**config.mk**
```make
export PLATFORM = sky130hd
export DESIGN_NAME = instr_buffer
export DESIGN_NICKNAME = d
export VERILOG_FILES = /design/src/rtl/instr_buffer.sv
export SDC_FILE = /design/constraint.sdc
export NUM_CORES = 1
export LEC_CHECK = 0
export CAP_MARGIN = 20
export CORE_AREA = 3 3 236 238
export CTS_CLUSTER_SIZE = 24
export DETAILED_ROUTE_END_ITERATION = 8
export DIE_AREA = 0 0 239 241
export PLACE_DENSITY = 0.9
export SLEW_MARGIN = 20
export SYNTH_ARGS = -nofsm -noshare
export SYNTH_HDL_FRONTEND = slang
export SYNTH_SLANG_ARGS = --single-unit
```
**constraint.sdc**
```tcl
create_clock -name clock -period 9.5 [get_ports clock]
set_clock_uncertainty 0.15 [all_clocks]
set_input_delay 1.425 -clock clock [delete_from_list [all_inputs] [get_ports clock]]
set_output_delay 1.425 -clock clock [all_outputs]
set_load 0.005 [all_outputs]
```
**src/rtl/instr_buffer.sv**
```systemverilog
// instr_buffer: circular FIFO between fetch and decode/dispatch.
// Accepts one N-wide bundle per cycle and presents the N oldest entries to
// decode, which consumes any prefix of them. Flushes fully on redirect.
// Optional build macro IB_PERF_CNT_EN adds 32-bit saturating perf counters.
module instr_buffer #(
  parameter int N     = 4,
  parameter int DEPTH = 16,
  parameter int EW    = 32,
  parameter int CW    = $clog2(DEPTH + 1)
) (
  input  logic                       clock,
  input  logic                       reset,
  input  logic                       fetch_bundle_valid_i,
  input  logic [N-1:0][EW-1:0]       fetch_entries_i,
  output logic                       ib_stall_o,
  output logic [N-1:0]               dispatch_valid_o,
  output logic [N-1:0][EW-1:0]       dispatch_entries_o,
  input  logic [$clog2(N+1)-1:0]     dispatch_take_i,
  input  logic                       flush_i,
  output logic [CW-1:0]              count_o,
  output logic [CW-1:0]              free_o
`ifdef IB_PERF_CNT_EN
  ,
  output logic [31:0]                perf_stall_cycles_o,
  output logic [31:0]                perf_empty_cycles_o,
  output logic [31:0]                perf_flush_cnt_o
`endif
);

  localparam int PW = $clog2(DEPTH);

  logic [PW-1:0] head_q, head_d;
  logic [PW-1:0] tail_q, tail_d;
  logic [CW-1:0] count_q, count_d;
  logic [EW-1:0] mem_q [DEPTH];
  logic [EW-1:0] mem_d [DEPTH];
  logic          enq;

  // Stall and dispatch view come only from registered state, so fetch and
  // decode never see a combinational path through this block.
  always_comb begin
    free_o     = CW'(DEPTH) - count_q;
    count_o    = count_q;
    ib_stall_o = (free_o < CW'(N));
    enq        = fetch_bundle_valid_i && !ib_stall_o && !flush_i;
    for (int i = 0; i < N; i++) begin
      dispatch_valid_o[i]   = (CW'(i) < count_q);
      dispatch_entries_o[i] = mem_q[head_q + PW'(i)];
    end
  end

  // Next-state: flush wins over enqueue and dequeue; pointers wrap naturally.
  always_comb begin
    head_d  = head_q;
    tail_d  = tail_q;
    count_d = count_q;
    mem_d   = mem_q;
    if (flush_i) begin
      head_d  = '0;
      tail_d  = '0;
      count_d = '0;
    end else begin
      if (enq) begin
        for (int i = 0; i < N; i++) begin
          mem_d[tail_q + PW'(i)] = fetch_entries_i[i];
        end
        tail_d = tail_q + PW'(N);
      end
      head_d  = head_q + PW'(dispatch_take_i);
      count_d = count_q + (enq ? CW'(N) : '0) - CW'(dispatch_take_i);
    end
  end

  // Control registers; reset behaves like a flush.
  always_ff @(posedge clock) begin
    if (reset) begin
      head_q  <= '0;
      tail_q  <= '0;
      count_q <= '0;
    end else begin
      head_q  <= head_d;
      tail_q  <= tail_d;
      count_q <= count_d;
    end
  end

  // Entry storage has no reset; only lanes below count are ever trusted.
  always_ff @(posedge clock) begin
    mem_q <= mem_d;
  end

`ifdef IB_PERF_CNT_EN
  logic [31:0] perf_stall_q, perf_stall_d;
  logic [31:0] perf_empty_q, perf_empty_d;
  logic [31:0] perf_flush_q, perf_flush_d;

  // Saturating event counters; flush deliberately does not clear them.
  always_comb begin
    perf_stall_d = perf_stall_q;
    perf_empty_d = perf_empty_q;
    perf_flush_d = perf_flush_q;
    if (fetch_bundle_valid_i && ib_stall_o && (perf_stall_q != '1))
      perf_stall_d = perf_stall_q + 32'd1;
    if ((count_q == '0) && !flush_i && (perf_empty_q != '1))
      perf_empty_d = perf_empty_q + 32'd1;
    if (flush_i && (perf_flush_q != '1))
      perf_flush_d = perf_flush_q + 32'd1;
  end

  // Perf counter registers, cleared by reset only.
  always_ff @(posedge clock) begin
    if (reset) begin
      perf_stall_q <= '0;
      perf_empty_q <= '0;
      perf_flush_q <= '0;
    end else begin
      perf_stall_q <= perf_stall_d;
      perf_empty_q <= perf_empty_d;
      perf_flush_q <= perf_flush_d;
    end
  end

  assign perf_stall_cycles_o = perf_stall_q;
  assign perf_empty_cycles_o = perf_empty_q;
  assign perf_flush_cnt_o    = perf_flush_q;
`endif

`ifndef SYNTHESIS
  // Decode may never take more entries than are valid; count stays bounded.
  always_ff @(posedge clock) begin
    if (!reset) begin
      assert ((int'(dispatch_take_i) <= N) && (CW'(dispatch_take_i) <= count_q))
        else $error("instr_buffer: take %0d exceeds valid entries %0d",
                    dispatch_take_i, count_q);
      assert (count_q <= CW'(DEPTH))
        else $error("instr_buffer: count %0d above depth", count_q);
    end
  end
`endif

endmodule

```
Word level (Yosys, flattened, before mapping)

Index checks and enable logic that the tools add are counted.

$add $sub $neg: 11
Multipliers: 0
Divide/modulo/power cells: 0
Magnitude comparators: 17
Equal/unequal tests: 0
Shifts and indexed selects: 0
Muxes and demuxes: 25
Bitwise gates (word level): 9
Reduce and logical (&&, ||, !) cells: 10

Operator list:

| cell                                                                         | number |
|---|---|
| 512-bit bitwise mux                                                          | 4 |
| 32-bit binary-select mux with 4-bit select                                   | 4 |
| 32-bit demux with 4-bit select                                               | 4 |
| 32-bit 2-to-1 mux                                                            | 12 |
| 5-bit greater-or-equal comparator, second input constant                     | 8 |
| 4-bit NOT with 5-bit output                                                  | 8 |
| 5-bit by 1-bit less-than comparator with 1-bit output, second input constant | 4 |
| 4-bit by 2-bit adder with 4-bit output, second input constant                | 4 |
| 1-bit by 5-bit less-than comparator with 1-bit output, first input constant  | 2 |
| 2-bit by 5-bit less-than comparator with 1-bit output, first input constant  | 2 |
| 4-bit by 1-bit adder with 4-bit output, second input constant                | 2 |
| 1-bit logical AND                                                            | 6 |
| 5-bit by 3-bit adder with 5-bit output                                       | 1 |
| 5-bit by 3-bit less-than comparator with 1-bit output, second input constant | 1 |
| 5-bit by 3-bit subtractor with 5-bit output                                  | 1 |
| 5-bit subtractor, first input constant                                       | 1 |
| 4-bit by 3-bit adder with 4-bit output                                       | 1 |
| 4-bit by 3-bit adder with 4-bit output, second input constant                | 1 |
| 3-bit 2-to-1 mux                                                             | 1 |
| 1-bit logical NOT                                                            | 2 |
| 2-bit AND reduction                                                          | 1 |
| 2-bit OR reduction                                                           | 1 |
| 1-bit NOT                                                                    | 1 |

Register bits after elaboration: 525
Bits in latches: 0
Memory bits (writable): 0
Bits in read-only memories: 0
Bits of input ports: 135
Output and inout port bits: 143
Logic and storage cells: 91
Memories: 0

Logic depth before layout (Yosys ltp)

Gate-level depths: netlist of the first run.

Word-level depth: 9
Mapped depth: 13
Mapped depth without buffers: 13

Least setup slack after synthesis of the first run

No wires, ideal clock.

Path type: in2reg
Start point: in flush_i
End point: reg mem_q[0] in the netlist's numbering, enable pin
Library setup time: 0.502 ns
Arrival time: 4.917 ns
Setup slack: 3.932 ns
Stages: 3
Buffers on the path: 0
Path through: nand3b_1 -> a21oi_1 -> and2_1

Word-level cells in the longest chain between the ends: 3
Elaborated cells on any way between the ends: 4
Those cells by class: 1 x bitwise; 3 x reduce/logical

Ends and longest elaborated chain:

| what                                   | RTL line | text |
|---|---|---|
| start, declared                        | 19       | `input logic flush_i,` |
| 1-bit logical NOT                      | 45       | `enq = fetch_bundle_valid_i && !ib_stall_o && !flush_i;` |
| 1-bit logical AND                      | 45       |  |
| 2-bit AND reduction (no source line) * | n/a      |  |
| end signal, assigned                   | 89       | `mem_q <= mem_d;` |
| end, declared                          | 35       | `logic [EW-1:0] mem_q [DEPTH];` |

Mark *: on every way between the ends. The rest lies on a longest branch, timed or not.
A chain may end at the register's enable or synchronous reset.

==> flow_summary_export.csv, run 1 <==
group,metric,value,unit
logic_synthesis,synth_most_common_cell,"edfxtp_1",
die,die_area,57600,um^2
setup_path,cpMaxStageDelayCell,"nor2b_4",
setup_path,regToRegStartpoint,"count_o[0]",
global_routing,grt_pass1_wl,139000,um
logic_synthesis,async_flop_share,0,%
timing,setup_violations,0,
logic_synthesis,yosys.area_share.adder,0.876,%
logic_synthesis,ys_warn_count,0,
die,die_w,239,um
logic_synthesis,synth_top_family_by_area,"multiplexers",
logic_synthesis,synth_edf_count,512,
power,power_leakage,11.8,nW
logic_synthesis,synth_compound_area_share,3.40,%
setup_path,r2r-end,"mem_q[398]",
setup_path,worstPathCellList,"inv_1, ha_4, buf_4, nor2b_4, nand3_1, a32o_1, clkdlybuf4s50_1",
routing,drc,0,
routing,dr_total_vias,22200,
clocking,post_cts_resized,0,
logic_synthesis,synth-simple-area-share,7.22,%
setup_path,critPathMaxFanout,54,
clocking,holdBufCountCts,0,
logic_synthesis,synth_flop_cell,"edfxtp_1",
die,die_h,241,um
logic_synthesis,synth.top_cell.area_share,47.2,%
die,initial_core_util,60.5,%
setup_path,crit_path_end_kind,"primary output",
timing,fin_crit,7.23,ns
place,finalWeightedCongestion,0.897,
logic_synthesis,netlist_instances,1993,
logic_synthesis,syn_avg_cell_area,16.3,um^2
routing,wl,92600,um
clocking,numClockSinks,523,
timing,drv_slew,0,
clocking,htreeDepth,2,
setup_path,startpoint,"head_q[0]",
power,power_density,162,nW/um^2
die,io_pins,278,
logic_synthesis,yosysSeqAreaShare,47.9,%
power,p_sw_share,25.9,%
power,pwr-share-comb,22.3,%
place,place_hpwl,55700,um
setup_path,ff2ff_setup_slack,5.21,ns
power,switching_power,1.58,mW
global_routing,grt_pass1_vias,22800,
routing,detail_route.wl_per_cell,31.7,um
global_routing,grt_antenna_before_repair,17,
global_routing,track_usage,32.2,%
clocking,clk_pin_slew,0.06,ns
timing,rsz0062_at_grt,"false",
logic_synthesis,yosys-top-cells-count,"edfxtp_1, mux4_2, nand2_1, and2_1, mux2i_1",
logic_synthesis,yosys.area_share.xor_xnor,0.515,%
die,row_count,85,
setup_path,critical_path.max_stage_delay,1.06,ns
routing,dr.pass1.iters,7,
power,pwr-share-seq,43.4,%
setup_path,cp_data_required_time,7.93,ns
power,p_int,4.51,mW
layout,area_growth_syn_to_layout,15.0,%
clocking,clk_latency,0.61,ns
clocking,max-clock-path-buffers,3,
timing,hold_slack,0.362,ns
timing,finalHoldViolCount,0,
setup_path,start_kind,"flop",
setup_path,rr_worst_depth,7,
layout,nets,2324,
timing,slew_headroom,21.1,%
logic_synthesis,synth_area_leaders,"edfxtp_1, mux4_2, mux2i_1, and2_1, nand2_1",
setup_path,crit_arrival,5.65,ns
logic_synthesis,synth_mux_area_share,36.9,%
logic_synthesis,synth_area,32600,um^2
timing,finalCritPeriodShare,76.1,%
place,portBuffers,277,
clocking,tritoncts,"yes",
timing,fmax,0.138,GHz
timing,setup-tns-final,0,ns
layout,drive_gt1_share,28.0,%
routing,drtIter0Drc,3376,
routing,ant_nets,0,
setup_path,endpoint,"dispatch_entries_o[36]",
clocking,cts_root_buffer,"clkbuf_16",
global_routing,grt_overflow,0,
setup_path,path_class,"flop to primary output",
clocking,post-cts-setup-buffers,0,
logic_synthesis,ys_seq_elements,523,
timing,worst_slew_pin_slew,1.18,ns
flow_run,drv_cap,0,
global_routing,grt_max_degree,152,
outcome,outcome,"finished clean",
routing,routed_via_density,7.60,
logic_synthesis,yosysUniqueCellTypes,37,
power,ir_drop,0.000136,V
logic_synthesis,synth_area_leader_cell,"edfxtp_1",
die,core-area,53800,um^2
power,pwr-share-clk,34.3,%
logic_synthesis,syn-num-nets,2149,
worst_hold_path,hp-class,"flop to flop",
clocking,cts_buffers,52,
==> sequential cells by signal, indices dropped and copies added (netlist names) <==
name / flops
tail_q: 2
head_q: 4
count_o: 5
mem_q: 512
==> cells by family (layout without fill, tap and decap cells) <==
group	Yosys count	in the layout
adder cells (fa/ha/maj)	21	21
multiplexers	597	597
XOR/XNOR	14	14
buffers and inverters	203	418
flip-flops	523	523
AO/OA/AOI/OAI	151	151
other	0	13
AND/OR/NAND/NOR	484	484
==> per-stage QoR <==
step	setup slack, ns	power (mW)	util, %	instance area, um^2	instances
after CTS	2.27	6.09	69.4	37300	2901
after floorplan	3.93	3.46	-	32600	1993
after global placement	3.20	3.98	66.2	35600	2806
after global routing	1.96	6.27	69.6	37500	2912
final	2.27	6.09	69.7	37500	2917
after detailed placement	2.97	4.02	66.2	35600	2807
==> power by group through the flow <==
stage                     sequential (mW)  combinational (mW)  clock (mW)
final                                2.64                1.36        2.09
after detailed placement             2.69                1.33           0
after global placement               2.68                1.29           0
after global routing                 2.65                1.42        2.20
after floorplan                      2.66               0.801           0
after CTS                            2.64                1.34        2.11
==> cell usage in the layout, fill, tap and decap left out, types with 16 or more instances in the layout <==
master	instances
a211oi_1	34
a21oi_1	53
and2_1	160
buf_4	22
clkbuf_16	52
clkdlybuf4s50_1	277
edfxtp_1	512
inv_1	16
mux2i_1	115
mux4_2	482
nand2_1	234
nand3_1	60
==> routing by layer <==
layer | share of wire [%] | GRT usage [%] | up-vias
li1 | - | - | 8686
met1 | 33 | 41.8 | 11200
met2 | 49 | 51.7 | 1884
met3 | 13 | 8.41 | 391
met4 | 4.8 | 15.1 | 14
met5 | 0.097 | 0 | -
==> critical path: cells and delay by family, from the launching register on <==
family | cells | cell delay (ns)
compound gates | 1 | 0.37
fa+ha+maj | 1 | 0.94
flops | 1 | 0.90
simple gates | 2 | 1.27
buf+inv | 3 | 1.48
==> cell type report <==
type / instances / area (um^2)
fill: 3250 / 16300
multi-input combinational: 1267 / 16100
sequential: 523 / 15600
antenna: 13 / 32.5
clock inverter: 33 / 378
timing repair buffer: 308 / 3110
inverter: 16 / 60.1
clock buffer: 61 / 1340
tap: 696 / 871
==> worst min path at each step <==
stage                     startpoint         to  slack [ns]  cells past startpoint
after global placement     tail_q[2]  tail_q[2]        0.33                      2
after floorplan            tail_q[3]  tail_q[3]        0.32                      2
after detailed placement   tail_q[3]  tail_q[3]        0.35                      2
final                      tail_q[3]  tail_q[3]        0.36                      2
after global routing       tail_q[3]  tail_q[3]        0.39                      2
after CTS                  tail_q[3]  tail_q[3]        0.36                      2
(Power assumes the default switching activity.)
==> run 2, diff against run 1 <==
--- a/config.mk
+++ b/config.mk
@@ -6,11 +6,11 @@
 export NUM_CORES = 1
 export LEC_CHECK = 0
 export CAP_MARGIN = 20
-export CORE_AREA = 3 3 236 238
+export CORE_AREA = 3 3 239 241
 export CTS_CLUSTER_SIZE = 24
 export DETAILED_ROUTE_END_ITERATION = 8
-export DIE_AREA = 0 0 239 241
-export PLACE_DENSITY = 0.9
+export DIE_AREA = 0 0 242 244
+export PLACE_DENSITY = 0.88
 export SLEW_MARGIN = 20
 export SYNTH_ARGS = -nofsm -noshare
 export SYNTH_HDL_FRONTEND = slang
==> constraint.sdc (replaced) <==
create_clock -name clock -period 6.75 [get_ports clock]
set_clock_uncertainty 0.15 [all_clocks]
set_input_delay 1.0125 -clock clock [delete_from_list [all_inputs] [get_ports clock]]
set_output_delay 1.0125 -clock clock [all_outputs]
set_load 0.005 [all_outputs]
==> run 2 against run 1 <==
  * Wire length down 1.0%
  * Core utilization decreased by 1.4 points
  * Non-clock buffer count up 9
  * Cell area up 0.36%
  * Clock power is 37% higher
  * Register-to-register slack got worse by 2.1 ns
  * Die area increased by 2.5%
  * Final cell count grew 2.0%
  * Sequential share of layout area shrank 0.15 points
  * Worst hold slack gained 0.0016 ns
  * Combinational power is 43% higher
  * Highest routed layer unchanged
==> flow_summary_export.csv, run 2 (synthesis results as in run 1) <==
group,metric,value,unit
die,row_count,86,
setup_path,startpoint,"head_q[1]",
place,portBuffers,277,
global_routing,track_usage,31.1,%
routing,drc,0,
timing,fmax,0.177,GHz
global_routing,grt_pass1_wl,140000,um
routing,drtIter0Drc,2984,
die,die_w,242,um
clocking,cts_buffers,55,
routing,ant_nets,0,
routing,routed_via_density,7.39,
die,core-area,55100,um^2
layout,area_growth_syn_to_layout,15.5,%
power,ir_drop,0.000195,V
power,pwr-share-comb,22.9,%
power,pwr-share-seq,43.4,%
timing,slew_headroom,20.2,%
global_routing,grt_max_degree,118,
layout,fin_util,68.3,%
flow_run,drv_cap,0,
routing,dr.pass1.iters,6,
die,io_pins,278,
worst_hold_path,hp-class,"flop to flop",
power,pwr-share-clk,33.6,%
clocking,cts_root_buffer,"clkbuf_16",
layout,drive_gt1_share,28.3,%
global_routing,grt_pass1_vias,22700,
power,p_sw_share,26.2,%
layout,largest_register_ffs,512,
timing,worst_slew_pin_slew,1.20,ns
setup_path,ff2ff_setup_slack,3.11,ns
routing,detail_route.wl_per_cell,30.8,um
routing,dr_total_vias,22000,
power,power_density,226,nW/um^2
timing,setup_violations,0,
timing,fin_crit,5.65,ns
layout,regMostFlops,"mem_q",
clocking,post-cts-setup-buffers,0,
place,place_hpwl,56800,um
setup_path,path_class,"flop to primary output",
power,switching_power,2.23,mW
setup_path,start_kind,"flop",
setup_path,cp_data_required_time,5.59,ns
timing,hold_slack,0.364,ns
clocking,clk_pin_slew,0.06,ns
clocking,max-clock-path-buffers,3,
timing,setup-tns-final,0,ns
setup_path,regToRegStartpoint,"count_o[0]",
setup_path,crit_arrival,4.49,ns
power,power_leakage,11.9,nW
layout,fin_cells,2976,
global_routing,grt_antenna_before_repair,11,
global_routing,grt_overflow,0,
timing,finalHoldViolCount,0,
timing,drv_slew,0,
clocking,htreeDepth,2,
routing,wl,91600,um
layout,nets,2336,
outcome,outcome,"finished clean",
die,die_h,244,um
clocking,numClockSinks,523,
setup_path,critPathMaxFanout,39,
place,finalWeightedCongestion,0.875,
timing,rsz0062_at_grt,"false",
power,p_int,6.28,mW
setup_path,crit_path_end_kind,"primary output",
layout,final_cell_mix,"edfxtp_1, mux4_2, clkdlybuf4s50_1, nand2_1, and2_1",
place,dp_cells,2870,
timing,finalCritPeriodShare,83.7,%
worst_hold_path,hold_start,"tail_q[2]",
clocking,holdBufCountCts,0,
layout,fill_cells,3561,
die,die_area,59000,um^2
layout,final_common_cell,"edfxtp_1",
clocking,post_cts_resized,0,
clocking,tritoncts,"yes",
clocking,clk_latency,0.61,ns
die,initial_core_util,59.1,%
-- run 2: changes by cell type in the layout (fill, tap and decap cells not counted), moves of 2 or more --
| cell | before | now |
|---|---|---|
| buf_16 | 3 | 1 |
| clkbuf_16 | 52 | 57 |
| ha_2 | 2 | 4 |
| clkbuf_1 | 9 | 12 |
| diode_2 | 13 | 6 |
| ha_4 | 4 | 2 |
| clkinvlp_4 | 3 | 5 |
| clkinv_1 | 6 | 8 |
| buf_4 | 22 | 25 |
| bufinv_16 | 7 | 2 |
| buf_12 | 3 | 12 |
-- run 2: worst paths after layout --
check                                               end  cells past startpoint
worst max-delay path            dispatch_entries_o[115]                      8
worst min-delay path                          tail_q[2]                      2
worst max register to register               mem_q[435]                      7
worst min register to register                tail_q[2]                      2
-- run 2: power by group through the flow --
stage               logic, mW  clock network, mW  registers [mW]
global placement         1.88                  0            3.75
floorplan                1.13                  0            3.74
global route             2.05               3.04            3.70
detailed placement       1.92                  0            3.76
finish                   1.95               2.86            3.70
CTS                      1.94               2.90            3.69
-- run 2: worst max-delay path: stages, from the launching register on --
cell	delay, ns
dfxtp_4	0.68
inv_1	0.27
ha_4	0.77
buf_4	0.57
mux4_2	0.56
and2_1	0.18
a211oi_1	0.25
a21oi_1	0.07
clkdlybuf4s50_1	0.47
-- run 2: final cells by class --
| class | count | area [um^2] | area share (%) |
|---|---|---|---|
| well taps | 748 | 936 | 2.49 |
| repair buffers | 317 | 3250 | 8.64 |
| flip-flops and latches | 523 | 15600 | 41.5 |
| clock buffers | 69 | 1470 | 3.91 |
| clock inverters | 30 | 214 | 0.569 |
| diodes | 6 | 15.0 | 0.0399 |
| multi-input cells | 1267 | 16100 | 42.7 |
| inverters | 16 | 60.1 | 0.160 |
-- run 2: stage by stage --
stage | instance area, um^2 | setup slack [ns] | power, mW
after floorplan | 32600 | 1.59 | 4.87
after global placement | 35900 | 1.82 | 5.63
after detailed placement | 35900 | 1.69 | 5.69
after CTS | 37600 | 1.02 | 8.53
after global routing | 37600 | 0.779 | 8.79
final | 37600 | 1.10 | 8.51
-- run 2: per-layer routing --
metal	part of all wire, %	vias to the layer above	global-route usage [%]
met4	4.5	12	13.0
met3	13	355	7.94
met1	34	11100	40.9
met2	49	1854	50.2
li1	-	8702	-
met5	0.090	-	0
